File: config.mk
export PLATFORM = sky130hd
export DESIGN_NAME = alu_exec
export DESIGN_NICKNAME = d
export VERILOG_FILES = /design/src/rtl/alu_pkg.sv /design/src/rtl/alu_core.sv /design/src/rtl/alu_exec.sv
export SDC_FILE = /design/constraint.sdc
export NUM_CORES = 1
export LEC_CHECK = 0
export BUFFER_PORTS_ARGS = -buffer_cell sky130_fd_sc_hd__buf_2
export CORE_AREA = 3 3 153 155
export CTS_CLUSTER_SIZE = 14
export DETAILED_ROUTE_END_ITERATION = 10
export DIE_AREA = 0 0 156 158
export PLACE_DENSITY = 0.54
export SETUP_SLACK_MARGIN = 0.3
export SLEW_MARGIN = 20
export SYNTH_ARGS = -nofsm -noshare
export SYNTH_HDL_FRONTEND = slang
export SYNTH_SLANG_ARGS = --single-unit
File: constraint.sdc
create_clock -name clk -period 8.2 [get_ports clk]
set_input_delay 1.64 -clock clk [delete_from_list [all_inputs] [get_ports clk]]
set_output_delay 1.64 -clock clk [all_outputs]
set_load 0.005 [all_outputs]
File: src/rtl/alu_pkg.sv
// rtl/alu_pkg.sv - ALU operation codes, execute FSM state type and decode helper
package alu_pkg;

   localparam logic [3:0] ALU_AND = 4'b0000;
   localparam logic [3:0] ALU_OR  = 4'b0001;
   localparam logic [3:0] ALU_ADD = 4'b0010;
   localparam logic [3:0] ALU_SUB = 4'b0110;
   localparam logic [3:0] ALU_SLT = 4'b0111;
   localparam logic [3:0] ALU_SLL = 4'b1000;
   localparam logic [3:0] ALU_SRL = 4'b1001;
   localparam logic [3:0] ALU_SRA = 4'b1010;

   typedef enum logic [1:0] {
      IDLE  = 2'd0,
      SHIFT = 2'd1,
      DONE  = 2'd2
   } alu_state_t;

   function automatic logic is_shift(input logic [3:0] code);
      return (code == ALU_SLL) || (code == ALU_SRL) || (code == ALU_SRA);
   endfunction

endpackage

File: src/rtl/alu_core.sv
// rtl/alu_core.sv - combinational AND/OR/ADD/SUB/SLT datapath
// Shift codes and unknown codes yield zero; shifts are iterated in alu_exec.
module alu_core
   import alu_pkg::*;
#(
   parameter int XLEN = 32
) (
   input  logic [3:0]      alu_control,
   input  logic [XLEN-1:0] op_a,
   input  logic [XLEN-1:0] op_b,
   output logic [XLEN-1:0] y
);

   always_comb begin
      y = '0;
      case (alu_control)
         ALU_AND: y = op_a & op_b;
         ALU_OR:  y = op_a | op_b;
         ALU_ADD: y = op_a + op_b;
         ALU_SUB: y = op_a - op_b;
         ALU_SLT: y = {{(XLEN-1){1'b0}}, ($signed(op_a) < $signed(op_b))};
         default: y = '0;
      endcase
   end

endmodule

File: src/rtl/alu_exec.sv
// rtl/alu_exec.sv - multi-cycle EX-stage ALU with valid/ready on both sides
// Single-cycle ops finish on accept; shifts step one bit per cycle.
module alu_exec
   import alu_pkg::*;
#(
   parameter int XLEN = 32,
   parameter int SHW  = $clog2(XLEN)
) (
   input  logic            clk,
   input  logic            rst_n,
   input  logic            in_valid,
   output logic            in_ready,
   input  logic [3:0]      alu_control,
   input  logic [XLEN-1:0] op_a,
   input  logic [XLEN-1:0] op_b,
   output logic            out_valid,
   input  logic            out_ready,
   output logic [XLEN-1:0] result,
   output logic            zero
);

   alu_state_t      state, state_nxt;
   logic [3:0]      op_q;
   logic [SHW-1:0]  cnt_q, cnt_nxt;
   logic [SHW-1:0]  shamt;
   logic [XLEN-1:0] result_nxt;
   logic [XLEN-1:0] core_y;
   logic            accept;

   function automatic logic [XLEN-1:0] shift_one(input logic [3:0] code,
                                                 input logic [XLEN-1:0] v);
      case (code)
         ALU_SLL: return {v[XLEN-2:0], 1'b0};
         ALU_SRL: return {1'b0, v[XLEN-1:1]};
         ALU_SRA: return {v[XLEN-1], v[XLEN-1:1]};
         default: return v;
      endcase
   endfunction

   alu_core #(.XLEN(XLEN)) u_core (
      .alu_control (alu_control),
      .op_a        (op_a),
      .op_b        (op_b),
      .y           (core_y)
   );

   assign shamt  = op_b[SHW-1:0];
   assign accept = in_valid && (state == IDLE);

   always_ff @(posedge clk or negedge rst_n) begin
      if (!rst_n) state <= IDLE;
      else        state <= state_nxt;
   end

   // The first shift step happens on the accepting edge, so a shift by n
   // spends n-1 cycles in SHIFT and a shift by 1 finishes like an ADD.
   always_comb begin
      state_nxt = state;
      in_ready  = 1'b0;
      out_valid = 1'b0;
      case (state)
         IDLE: begin
            in_ready = 1'b1;
            if (in_valid) begin
               if (is_shift(alu_control) && (shamt > SHW'(1))) state_nxt = SHIFT;
               else                                            state_nxt = DONE;
            end
         end
         SHIFT: begin
            if (cnt_q == SHW'(1)) state_nxt = DONE;
         end
         DONE: begin
            out_valid = 1'b1;
            if (out_ready) state_nxt = IDLE;
         end
         default: state_nxt = IDLE;
      endcase
   end

   // result doubles as the shift working register; it is only exposed in DONE.
   always_comb begin
      result_nxt = result;
      cnt_nxt    = cnt_q;
      if (accept) begin
         if (is_shift(alu_control)) begin
            if (shamt == '0) begin
               result_nxt = op_a;
               cnt_nxt    = '0;
            end else begin
               result_nxt = shift_one(alu_control, op_a);
               cnt_nxt    = shamt - SHW'(1);
            end
         end else begin
            result_nxt = core_y;
            cnt_nxt    = '0;
         end
      end else if (state == SHIFT) begin
         result_nxt = shift_one(op_q, result);
         cnt_nxt    = cnt_q - SHW'(1);
      end
   end

   always_ff @(posedge clk or negedge rst_n) begin
      if (!rst_n) begin
         op_q   <= ALU_AND;
         cnt_q  <= '0;
         result <= '0;
         zero   <= 1'b1;
      end else begin
         if (accept) op_q <= alu_control;
         cnt_q  <= cnt_nxt;
         result <= result_nxt;
         zero   <= (result_nxt == '0);
      end
   end

endmodule

## Word level (Yosys, flattened, before mapping)

Index checks and enable logic that the tools add are counted.

| storage, ports and cells | value |
|---|---|
| register bits | 44 |
| bits in latches | 0 |
| bits in writable memories | 0 |
| ROM bits | 0 |
| word-level logic and storage cells | 57 |
| memories | 0 |

| cells by class | value |
|---|---|
| add/sub/neg operators | 4 |
| multipliers | 0 |
| divide/modulo/power cells | 0 |
| order comparisons | 2 |
| equal/unequal tests | 16 |
| shift-type cells | 0 |
| muxes and demuxes | 18 |
| bitwise gates (word level) | 2 |
| reductions and logical operators | 10 |

Operators by type and width:

| kind | number |
|---|---|
| case mux 32 bit (3 select lines) | 2 |
| case mux 32 bit (5 select lines) | 1 |
| two-way mux 32 bit | 4 |
| adder 32 bit | 1 |
| bitwise AND 32 bit | 1 |
| logical NOT 32 bit | 1 |
| less-than comparator 32 bit | 1 |
| OR 32 bit | 1 |
| subtractor 32 bit | 1 |
| equality test 4 bit, second input constant | 6 |
| two-way mux 5 bit | 4 |
| subtractor 5 x 1 -> 5 bit, second input constant | 2 |
| equality test 4 x 3 -> 1 bit, second input constant | 2 |
| two-way mux 2 bit | 4 |
| != test 2 bit, second input constant | 3 |
| case mux 2 bit (3 select lines) | 1 |
| equality test 5 x 1 -> 1 bit, second input constant | 1 |
| greater-than comparator 5 x 1 -> 1 bit, second input constant | 1 |
| logical NOT 5 bit | 1 |
| equality test 4 x 1 -> 1 bit, second input constant | 1 |
| equality test 4 x 2 -> 1 bit, second input constant | 1 |
| logical NOT 4 bit | 1 |
| AND reduction 3 bit | 1 |
| equality test 2 x 1 -> 1 bit, second input constant | 1 |
| other kinds (6) | 9 |

## Depth between registers and ports, before layout

| logic depth | value |
|---|---|
| depth after elaboration | 7 |
| mapped depth | 15 |

## Cells and area by module

From an unflattened synthesis, not the netlist that was laid out.

| second synthesis, totals | value |
|---|---|
| cells, all modules | 1,244 |
| area, all modules | 8,993.6 um^2 |

Modules (own cells, without submodules):

| module | instances | cells each | area each (um^2) | sequential area each (um^2) |
|---|---|---|---|---|
| alu_core | 1 | 734 | 4,834.6 | 0.0 |
| alu_exec | 1 | 510 | 4,159.0 | 1,102.3 |

## Least setup slack after synthesis

OpenSTA, ideal clock, no wires.

| path | value |
|---|---|
| path type | input to register |
| start point | in op_a[0] |
| end point | reg zero |
| data arrival time | 5.385 ns |
| data required time | 8.110 ns |
| setup slack | 2.725 ns |
| stages on the path | 14 |
| buffers on the path | 0 |
| cell sequence | inv_1 > ha_1 > fa_1 > nor2_1 > o311ai_1 > a21oi_4 > a31oi_2 > o311a_1 > or4b_1 > and3_4 > or4_1 > or4_1 > or4_1 > nor4_2 |

| on the way | value |
|---|---|
| cells in the longest elaborated chain, start to end | 5 |

RTL lines:

| item | RTL line | source |
|---|---|---|
| from (decl) | alu_exec.sv:14 | `input logic [XLEN-1:0] op_a,` |
| subtractor 32 bit or adder 32 bit (tied branches) | alu_core.sv:20, alu_core.sv:19 |  |
| case mux 32 bit (5 select lines) * | alu_core.sv:16 | `case (alu_control)` |
| two-way mux 32 bit * | alu_exec.sv:85 | `if (is_shift(alu_control)) begin` |
| two-way mux 32 bit * | alu_exec.sv:84 | `if (accept) begin` |
| named net result_nxt[20] | alu_exec.sv:26 | `logic [XLEN-1:0] result_nxt;` |
| logical NOT 32 bit * | alu_exec.sv:113 | `zero <= (result_nxt == '0);` |
| to (signal assigned) | alu_exec.sv:113 |  |
| to (decl) | alu_exec.sv:19 | `output logic zero` |

The timed path passes the listed nets; every way through them passes the cells marked *.
A chain may end at the register's enable or synchronous reset.

## Final worst setup path

| path | value |
|---|---|
| start point | in op_b[2] |
| end point | reg zero |

| on the way | value |
|---|---|
| cells in the longest elaborated chain, start to end | 5 |

RTL lines:

| item | RTL line | source |
|---|---|---|
| from (decl) | alu_exec.sv:15 | `input logic [XLEN-1:0] op_b,` |
| subtractor 32 bit, or another cell as far along | alu_core.sv:20 | `ALU_SUB: y = op_a - op_b;` |
| case mux 32 bit (5 select lines) or two-way mux 32 bit (tied branches) | alu_core.sv:16, alu_exec.sv:86 |  |
| two-way mux 32 bit * | alu_exec.sv:85 |  |
| two-way mux 32 bit * | alu_exec.sv:84 |  |
| named net result_nxt[18] | alu_exec.sv:26 |  |
| logical NOT 32 bit * | alu_exec.sv:113 |  |

Marked as above.

==> results.txt <==
- Run status: finished clean
- Number of buffer cells added on primary ports: 106
- Number of hold violations in the final report: 0
- For this run, the number of Yosys warnings is 0.
- Main synth FF type: dfrtp_1
- The clock net in this run drives a total of 44 sinks.
* Die width: 156 um
* Slew at the pin closest to its max-slew limit: 1.04 ns
- For this run, asynchronously set or reset flops after synthesis account for 100%.
- For the worst-skew pair, the clock arrives at the later sink with an insertion delay of 0.29 ns.
- Critical Path Start Type: input pin
- Largest net degree at the start of global routing: 45
* Data arrival time of the worst path: 6.16 ns
- HPWL Detailed: 27900 um
- Global routing used 28.7% of the available tracks across all layers.
- Via count of the first global-routing pass: 9608
* Global placement routability congestion: 1.02
- When the netlist entered floorplanning its net count stood at 1421.
- Fin nets: 1471
* Congestion Overflow GR: 0
- The count of pins over their slew limit came to 0.
* Core box area: 22000 um2
- The first global-routing pass estimated 56100 um of wire.
- Dividing the synthesized area by the synthesized cell count gives 7.07 um2.
* Wire length after detailed routing: 36700 um
* Mapped Area: 8790 um2
- Drt first pass iters: 6
- Clock edge transition at the registers on the reported setup and hold paths: 0.06 ns
* Cells after Synth: 1244
- Critical Path RT: 8.40 ns
* Height of the die: 158 um
- No sink is reached through more buffers than the 2 on the longest clock path.
- P&R area growth vs syn: 10.6%
* Max_slew headroom: 30.2%
* Setup repair after global routing missed its margin: no
- Dividing the detail-routed wire length by the instance count gives 23.3 um.
- Antenna violations before repair: 0
* Number of violations of the max-capacitance limit: 0
* Combined flip-flop and latch cell area: 1100 um2
- Critical path fanouts, max: 7
- Die ar.: 24600 um2
- After clock tree synthesis, the repair step resized 0 gates.
* Iteration-0 DRC count of the detailed router: 1141
* Starting density of the core: 40.0%
- By startpoint and endpoint, the worst setup path is classified as in -> reg.
- Distinct cell type count of the synthesized netlist: 91
- Fillcell total: 2319
- Multi-input logic area: 7020 um2
- The cell sitting at the root of the clock tree is a clkbuf_16.
- After clock tree synthesis, the setup repair step added 0 buffers.
- During I/O placement, the number of pins put on the boundary was 107.
- Average via count per standard cell: 6.52
* Setup Total Neg Slack: 0 ns
- In this run the number of H-tree levels came out at 2.
- On the final layout, the worst hold slack is 0.502 ns.
- Clock tree synthesis inserted a total of 5 buffers.
- The worst path needs 5.97 ns of the cycle, external delays included.
* Proportion of synthesized chip area in sequential cells: 12.5%
* Number of enable flip-flop cells after synthesis: 0
- For this run, design rule violations remaining after detail routing come to 0.
- TritonCTS built the clock tree.
- FMAX: 168 MHz
- Vias post-DR: 10300
- Placement row count: 54
* Yosys reg bits: 44
* Total power of the final layout: 1.65 mW
* ANT nets after route: 0
- In the finished design, the share of the clock period the worst path needs comes to 72.8%.
- LEAKAGE: 4.23 nW
- Max VDD drop: 104 uV
- STA classifies the critical path endpoint as a register.
* Layout cells sized above 1: 13.4%
* Hold crit path type: reg -> reg
* Count of inserted antenna diode cells: 0
- Cts hold-fix bufs: 0
- Setup violations remaining at the end of the flow were counted as 0.
* Total power divided by cell area: 170 nW/um2
* Worst-case clock skew: 0.00599 ns
-- logic make-up after synthesis --
kind of cell             synth area share [%]
buffers and inverters                    8.33
adder cells (fa/ha/maj)                  15.1
flip-flops                               12.5
AO/OA/AOI/OAI                            37.7
XOR/XNOR                                 1.69
AND/OR/NAND/NOR                          21.7
multiplexers                             3.00
-- flip-flops by register name (all words and copies together), names as in the netlist --
register,flops
state,2
result,32
zero,1
cnt_q,5
op_q,4
-- final timing paths --
check	startpoint	to	slack, ns	cells after the start
min in group asynchronous	rst_n	cnt_q[3]$_DFFE_PN0P_	1.34	1
worst max-delay path	op_b[2]	zero$_DFF_PN1_	2.23	14
worst min register to register	op_q[2]$_DFFE_PN0P_	op_q[2]$_DFFE_PN0P_	0.50	2
worst min-delay path	op_q[2]$_DFFE_PN0P_	op_q[2]$_DFFE_PN0P_	0.50	2
worst max register to register	state[1]$_DFFE_PN0P_	zero$_DFF_PN1_	3.27	10
max in group asynchronous	rst_n	result[6]$_DFF_PN0_	6.43	1
-- layer usage --
layer  share of wire [%]  routed length (um)  GRT usage (%)
met4                 3.5                1290           10.4
met5                   0                   0              0
met3                 8.5                3120           3.85
met1                  44               16100           40.1
met2                  44               16200           45.3
-- power by group --
group          internal [mW]  switching [mW]
Combinational          0.388           0.556
Clock                  0.144          0.0867
Sequential             0.313           0.164
Total                  0.845           0.807
-- per-stage QoR --
step / area (um2) / utilization (%) / instances / setup WS (ns)
after global placement: 9560 / 43.5 / 1567 / 2.02
after floorplan: 8790 / - / 1244 / 2.73
after CTS: 9720 / 44.3 / 1575 / 2.25
final: 9720 / 44.3 / 1575 / 2.23
after detailed placement: 9560 / 43.5 / 1567 / 1.96
after global routing: 9720 / 44.3 / 1575 / 1.81
-- worst max-delay path: stages --
cell and delay (ns):
buf_2 0.16, inv_1 0.11, ha_1 0.42, nor2_1 0.13
o311ai_1 0.66, a21boi_0 0.30, o41a_1 0.47, o21ai_0 0.20
a21oi_1 0.08, o31a_1 0.30, or4_1 0.56, or4_1 0.52
or4_1 0.44, nor4_2 0.15
-- cells in the final DEF (no fill, tap or decap), types with 9 or more instances in the layout --
master / synthesis / final
o211ai_1: 20 / 20
nand3_1: 29 / 29
mux2i_1: 23 / 23
a221o_1: 14 / 14
a211oi_1: 23 / 23
nand2b_1: 18 / 18
or4_1: 9 / 9
dfrtp_1: 43 / 43
buf_4: 2 / 24
or3_1: 9 / 9
o31ai_1: 20 / 20
nor3_1: 32 / 30
a21o_1: 10 / 10
o21bai_1: 9 / 9
inv_1: 101 / 101
o21ai_0: 84 / 84
a221oi_1: 31 / 31
nor2b_1: 21 / 21
xnor2_1: 14 / 14
o22ai_1: 17 / 17
and3_1: 12 / 12
a21oi_1: 121 / 121
buf_2: 9 / 105
nor2_1: 91 / 90
a31oi_1: 17 / 17
nand2_1: 108 / 108
ha_1: 103 / 103
o21a_1: 10 / 10
a22oi_1: 15 / 15
-- synthesized netlist by cell type, types with 21 or more instances --
cell type  count  share of area [%]
a21oi_1      121                6.9
nand2_1      108                4.6
ha_1         103                 15
inv_1        101                4.3
nor2_1        91                3.9
o21ai_0       84                4.8
clkbuf_1      70                3.0
dfrtp_1       43                 12
nor3_1        32                1.8
a221oi_1      31                3.1
nand3_1       29                1.7
a211oi_1      23                2.0
mux2i_1       23                2.6
nor2b_1       21                1.5
-- area by class of cell --
| type | count | area share [%] |
|---|---|---|
| well taps | 280 | 3.60 |
| flip-flops and latches | 44 | 11.3 |
| clock inverters | 2 | 0.360 |
| inverters | 102 | 3.94 |
| repair buffers | 129 | 7.26 |
| clock buffers | 6 | 1.33 |
| multi-input cells | 1012 | 72.2 |
Power figures use the tool's default switching activity.
